## config.mk

```make
export PLATFORM = sky130hd
export DESIGN_NAME = alu_share_arbiter
export DESIGN_NICKNAME = d
export VERILOG_FILES = /design/src/rtl/alu_share_arbiter.sv
export SDC_FILE = /design/constraint.sdc
export NUM_CORES = 1
export LEC_CHECK = 0
export ABC_AREA = 0
export ABC_CLOCK_PERIOD_IN_PS = 4400
export BUFFER_PORTS_ARGS = -buffer_cell sky130_fd_sc_hd__buf_2
export CAP_MARGIN = 20
export CORE_AREA = 8 8 149 151
export CTS_CLUSTER_DIAMETER = 100
export CTS_CLUSTER_SIZE = 8
export DETAILED_ROUTE_END_ITERATION = 8
export DIE_AREA = 0 0 157 159
export HOLD_SLACK_MARGIN = 0.06
export SYNTH_ARGS = -nofsm -noshare
export SYNTH_HDL_FRONTEND = slang
export SYNTH_SLANG_ARGS = --single-unit
```

## constraint.sdc

```tcl
create_clock -name clk -period 4.4 [get_ports clk]
set_input_delay 0.22 -clock clk [delete_from_list [all_inputs] [get_ports clk]]
set_output_delay 0.22 -clock clk [all_outputs]
set_load 0.02 [all_outputs]
```

## src/rtl/alu_share_arbiter.sv

```systemverilog
// Shares one combinational ALU between two valid/ready requesters with round-robin priority.
// One operation is in flight at a time: IDLE accepts, EXEC drives the ALU, RESP returns the result.
module alu_share_arbiter #(
  parameter logic RR_INIT = 1'b0
) (
  input  logic        clk,
  input  logic        rst_n,
  input  logic [1:0]  req_valid,
  output logic [1:0]  req_ready,
  input  logic [63:0] req_src1,
  input  logic [63:0] req_src2,
  input  logic [63:0] req_imm_val,
  input  logic [1:0]  req_imm,
  input  logic [5:0]  req_funct3,
  input  logic [13:0] req_funct7,
  output logic [1:0]  rsp_valid,
  input  logic [1:0]  rsp_ready,
  output logic [31:0] rsp_data,
  output logic [31:0] alu_reg_source1,
  output logic [31:0] alu_reg_source2,
  output logic [31:0] alu_imm_source,
  output logic        alu_imm,
  output logic [2:0]  alu_funct3,
  output logic [6:0]  alu_funct7,
  input  logic [31:0] alu_res,
  output logic        busy
);

  localparam logic [1:0] IDLE = 2'd0;
  localparam logic [1:0] EXEC = 2'd1;
  localparam logic [1:0] RESP = 2'd2;

  logic [1:0] state;
  logic       prio;
  logic       owner;
  logic       grant;
  logic       grant_valid;

  // NOTE: every always_comb output gets a default first so no path leaves it unassigned (no latch).
  always_comb begin
    grant       = prio;
    grant_valid = 1'b0;
    if (req_valid[prio]) begin
      grant       = prio;
      grant_valid = 1'b1;
    end else if (req_valid[~prio]) begin
      grant       = ~prio;
      grant_valid = 1'b1;
    end
  end

  // req_ready is forced low while reset is held so a waiting requester is never told it was accepted.
  always_comb begin
    req_ready = 2'b00;
    if (state == IDLE && rst_n && grant_valid) req_ready[grant] = 1'b1;
  end

  always_comb begin
    rsp_valid = 2'b00;
    if (state == RESP) rsp_valid[owner] = 1'b1;
  end

  assign busy = (state != IDLE);

  // NOTE: sequential state uses non-blocking assignments so every register samples pre-edge values.
  always_ff @(posedge clk or negedge rst_n) begin
    if (!rst_n) begin
      state           <= IDLE;
      prio            <= RR_INIT;
      owner           <= 1'b0;
      alu_reg_source1 <= '0;
      alu_reg_source2 <= '0;
      alu_imm_source  <= '0;
      alu_imm         <= 1'b0;
      alu_funct3      <= '0;
      alu_funct7      <= '0;
      rsp_data        <= '0;
    end else begin
      case (state)
        IDLE: begin
          if (grant_valid) begin
            alu_reg_source1 <= grant ? req_src1[63:32]    : req_src1[31:0];
            alu_reg_source2 <= grant ? req_src2[63:32]    : req_src2[31:0];
            alu_imm_source  <= grant ? req_imm_val[63:32] : req_imm_val[31:0];
            alu_imm         <= req_imm[grant];
            alu_funct3      <= grant ? req_funct3[5:3]    : req_funct3[2:0];
            alu_funct7      <= grant ? req_funct7[13:7]   : req_funct7[6:0];
            owner           <= grant;
            prio            <= ~grant;
            state           <= EXEC;
          end
        end
        EXEC: begin
          rsp_data <= alu_res;
          state    <= RESP;
        end
        RESP: begin
          if (rsp_ready[owner]) state <= IDLE;
        end
        default: state <= IDLE;
      endcase
    end
  end

endmodule

```

==> metrics, run 1 <==
routability cong.=a little under 0.8; dpl hpwl=16800 um; top post-synthesis cells by area=dfrtp_1, a221o_1, o21a_1, mux2_2, buf_2; clock tree buffer depth=2; simple-gate share of the synthesized area=0.852%; Synth Net Count=712; Unique masters post-synth=20; Die Y=159 um; largest family of logic cells by synthesized area=compound AO/OA/AOI/OAI gates; ys flop type=dfrtp_1; Post-Synthesis Cells=460; Seq cells post-synth=143; Die X=157 um; number of flops mapped to enable cells by yosys=0; Num CTS Buffers=17; FFs w/ async S/R, synth=100%; # clock sinks=143; post-synth top area cell=dfrtp_1; Post-synth top cells=dfrtp_1, a221o_1, o21a_1, mux2_2, clkbuf_1; Starting Density=a little under a third; IO buf count=395; Post-Synth Adder-Cell Area=0%; Ports=between 300 and 400; post-synthesis xor/xnor area fraction=0%; Setup Buffers After CTS=0; row count=52; Log Error=[ERROR RSZ-0060] Max buffer count reached.; Root Driver=clkbuf_16; Yosys top cell area share=58.0%; Post-CTS Hold Buffers=225; status=aborted with a tool error; most common cell in the netlist=dfrtp_1; Exit stage=clock tree synthesis; Yosys warnings=0; Cell Area, Placed=roughly 8400 um^2; compound-gate portion of the synthesized area=a little under a third; register area share after synthesis=58.0%; H-tree levels=4; Post-CTS Resized=0; post-synthesis cell area=6160 um^2; mean area per synthesized cell=13.4 um^2; post-synthesis mux area share=6.03%
[metrics by stage]
step           hold WS (ns)  util, %  cells  worst slack (ns)
2_1_floorplan       -0.0756        -    460              2.74
3_5_place_dp          0.404     42.1   1084              1.35
3_3_place_gp          0.408     42.1   1084              1.40
[logic make-up after synthesis]
kind of cell    after synthesis
mux                          33
simple gates                 10
compound gates              219
flops                       143
buf+inv                      55
==> run 2: changes to the inputs <==
CORE_AREA = not set   (was 8 8 149 151)
CORE_MARGIN = 8   (was not set)
CORE_UTILIZATION = 25   (was not set)
CTS_CLUSTER_DIAMETER = not set   (was 100)
CTS_CLUSTER_SIZE = not set   (was 8)
DIE_AREA = not set   (was 0 0 157 159)
HOLD_SLACK_MARGIN = not set   (was 0.06)
PLACE_DENSITY_LB_ADDON = 0.15   (was not set)
==> run 2 against run 1 <==
  * The run now ends clean
  * Synthesized cell count is the same
  * Synthesized area is the same
==> metrics, run 2 <==
Post-Synthesis Cells=460; most common cell after layout, fill and taps aside=buf_2; area of the multi-input gates=2350 um^2; H-tree levels=4; NumNets Final=1095; Seq cells post-synth=143; period utilization=61.5%; Area Growth Syn to Fin=48.5%; n_diodes=0; CTS tree=built; cell-internal power=between 0.004 and 0.005 W; post-synth top area cell=dfrtp_1; switching share of power=41.0%; Post-Layout Cell Count=between 1k and 1.5k; TritonRoute pass-1 iters=4; endpoints failing setup=0; maximum VDD drop=0.356 mV; RSZ-0062 raised after global routing=false; P_sw=0.00306 W; # clock sinks=between 100 and 150; Max Slew Vio Count=0; Unique masters post-synth=20; die area=29900 um^2; Critical Path AT=3.07 ns; clock tree buffer depth=2; Post-synth top cells=dfrtp_1, a221o_1, o21a_1, mux2_2, clkbuf_1; status=completed; most common cell in the netlist=dfrtp_1; Die X=173 um; Metal-1 WL=10100 um; clock skew=0.0106 ns; GR Overflow Total=0; FFs w/ async S/R, synth=100%; Ports=a little under 400; min Tclk post-route=2.71 ns; number of hold violations in the final report=0; maximum net fanout on the critical path=69; Starting DRT DRC Count=356; placed cell count=1138; mean area per synthesized cell=13.4 um^2; routed vias=5596; clk slew on worst S/H paths=about 0.08 ns; Leak=roughly 4.6 nW; number of max-cap violations=0; Yosys warnings=0; fmax=370 MHz; hold crit path type=primary input to flop; power density cells=roughly 800 nW/um^2; Num CTS Buffers=17; Die Y=173 um; register area share after synthesis=58.0%; row count=57; top post-synthesis cells by area=dfrtp_1, a221o_1, o21a_1, mux2_2, buf_2; highest metal used=met4; Cell Chain, Critical Path=nor2_2 -> clkinv_2 -> a211oi_4 -> buf_4 -> a221o_1 -> dlygate4sd3_1; Slew headroom=roughly 31%; Reg power frac=31.0%; commonest cells after routing, fill and taps aside=buf_2, dfrtp_1, o21a_1, a221o_1, mux2_2; met2 WL=12100 um; Root Driver=clkbuf_16; dpl hpwl=approximately 17000 um; combinational share of power=47.8%; ratio of cells with drive above 1 in the final layout=55.4%; Skew-Pair Late Insertion Delay=0.42 ns; Setup Buffers After CTS=0; via/cell ratio=4.74; Fin Setup TNS=0 ns; Synth Net Count=712; Yosys top cell area share=58.0%; largest net degree at the start of global routing=90; slowest cell on the critical path=buf_4; wire per inst=20.4 um; Crit. End Element=flop; number of flops mapped to enable cells by yosys=0; Crit Path Category=flop to flop; IO buf count=395; # fillers=2424; sequential cell area=3580 um^2; ANT nets after route=0; CP Launch Type=flop; met3 WL=1750 um; total track usage=roughly 16%; post-synthesis cell area=between 6000 and 7000 um^2; Buffers & Inverters on Critical Path=3; placeable core region=24200 um^2; R2R Setup Slk=1.69 ns; critical path required time=4.76 ns; first-pass GRT wire length=37200 um; Detailed Route WL=24100 um; initial antenna violation count=0; top cell family by delay on the critical path=buffers and inverters; Starting Density=25.4%; ys flop type=dfrtp_1; Slew @ Worst Pin=1.04 ns; Clk pwr share=21.3%; DRC violations left=0; number of global-route vias before repair=slightly above 6k; routability cong.=0.759; Crit path largest cell delay=0.63 ns
## run 2: layer usage
| layer | GRT usage [%] | vias to the layer above |
|---|---|---|
| met3 | 5.31 | 13 |
| met2 | 25.8 | 255 |
| met4 | 3.63 | 0 |
| met1 | 19.4 | 2741 |
| met5 | 0 | - |
| li1 | - | 2587 |
## run 2: area by class of cell
class / instances / area share (%)
repair buffers: 414 / 23.6
multi-input cells: 262 / 25.7
clock inverters: 15 / 2.34
clock buffers: 17 / 4.65
flip-flops and latches: 143 / 39.1
inverters: 5 / 0.219
well taps: 324 / 4.43
## run 2: logic make-up after synthesis
| family | synth area share (%) |
|---|---|
| and+or+nand+nor | 0.852 |
| AOI/OAI and AO/OA | 30.9 |
| DFF | 58.0 |
| muxes | 6.03 |
| buffers and inverters | 4.14 |
## run 2: worst register-to-register path: stages, from the launching register on
cell	delay, ns
dfrtp_1	0.40
nor2_2	0.17
clkinv_2	0.31
a211oi_4	0.27
buf_4	0.63
a221o_1	0.34
dlygate4sd3_1	0.54
## run 2: final timing paths
check | cells after the start | from | end
worst max-delay path | 6 | state[1]$_DFFE_PN0P_ | alu_imm_source[20]$_DFFE_PN0P_
worst min-delay path | 2 | req_imm_val[10] | alu_imm_source[10]$_DFFE_PN0P_
min in group asynchronous | 2 | rst_n | alu_reg_source1[6]$_DFFE_PN0P_
worst max register to register | 6 | state[1]$_DFFE_PN0P_ | alu_imm_source[20]$_DFFE_PN0P_
max in group asynchronous | 3 | rst_n | alu_imm_source[17]$_DFFE_PN0P_
worst min register to register | 1 | rsp_data[18]$_DFFE_PN0N_ | rsp_data[18]$_DFFE_PN0N_
## run 2: repair_timing
item	in CTS	in global routing
resized for setup	0	0
hold buffers	10	0
hold endpoints to repair	32	0
## run 2: power groups by stage
stage / Combinational, W / Sequential [W] / Clock (W)
detailed placement: 0.00360 / 0.00232 / 0
global placement: 0.00359 / 0.00233 / 0
global route: 0.00385 / 0.00239 / 0.00169
CTS: 0.00363 / 0.00231 / 0.00164
finish: 0.00356 / 0.00231 / 0.00159
floorplan: 0.00159 / 0.00308 / 0
## run 2: stage by stage
stage	hold slack (ns)	util [%]	worst slack (ns)	power [W]	instance area, um^2
final	0.0255	37.8	1.69	0.00746	9160
after global routing	0.00325	37.8	1.52	0.00793	9160
after CTS	0.000431	37.8	1.67	0.00758	9160
after detailed placement	0.121	34.7	2.19	0.00592	8420
after global placement	0.118	34.7	2.21	0.00592	8420
after floorplan	-0.0756	-	2.74	0.00467	6160
No activity file was read; power rests on OpenSTA's default activity.
==> run 3: changes to the inputs <==
ABC_CLOCK_PERIOD_IN_PS = 2600   (was 4400)
clock period = 2.6 ns   (was 4.4 ns; I/O delays follow)
==> run 3 against run 2 <==
  * The flow now stops in clock tree synthesis
  * Synthesized cell count did not move
  * Synthesized area is the same
==> metrics, run 3 <==
Yosys warnings=0; Ports=roughly 400; Cell Area, Placed=roughly 8500 um^2; Root Driver=clkbuf_16; most common cell in the netlist=dfrtp_1; Exit stage=clock tree synthesis; number of flops mapped to enable cells by yosys=0; status=aborted with a tool error; row count=57; ys flop type=dfrtp_1; post-synth top area cell=dfrtp_1; Log Error=[ERROR RSZ-0060] Max buffer count reached.; Setup Buffers After CTS=0; FFs w/ async S/R, synth=100%; Die Y=between 150 and 200 um; routability cong.=0.751; register area share after synthesis=about three fifths; # clock sinks=143; Post-Synthesis Cells=460; Yosys top cell area share=58.0%; H-tree levels=4; clock tree buffer depth=2; post-synthesis cell area=6160 um^2; Unique masters post-synth=20; Seq cells post-synth=143; mean area per synthesized cell=13.4 um^2; dpl hpwl=17600 um; Post-CTS Hold Buffers=236; Post-CTS Resized=0; IO buf count=395; Post-synth top cells=dfrtp_1, a221o_1, o21a_1, mux2_2, clkbuf_1; top post-synthesis cells by area=dfrtp_1, a221o_1, o21a_1, mux2_2, buf_2; Die X=173 um; Synth Net Count=712; Starting Density=25.4%; Num CTS Buffers=17
==> run 3: cell counts after synthesis <==
Identical to the previous run, type by type.
==> run 3: kinds of logic after synthesis <==
logic type,synth area share [%]
AO/OA/AOI/OAI,30.9
flip-flops,58.0
buffers and inverters,4.14
multiplexers,6.03
AND/OR/NAND/NOR,0.852
==> run 3: metrics by stage <==
| stage | worst slack (ns) | instances | utilization, % |
|---|---|---|---|
| after global placement | 0.724 | 1142 | 35.1 |
| after detailed placement | 0.688 | 1142 | 35.1 |
| after floorplan | 1.03 | 460 | - |
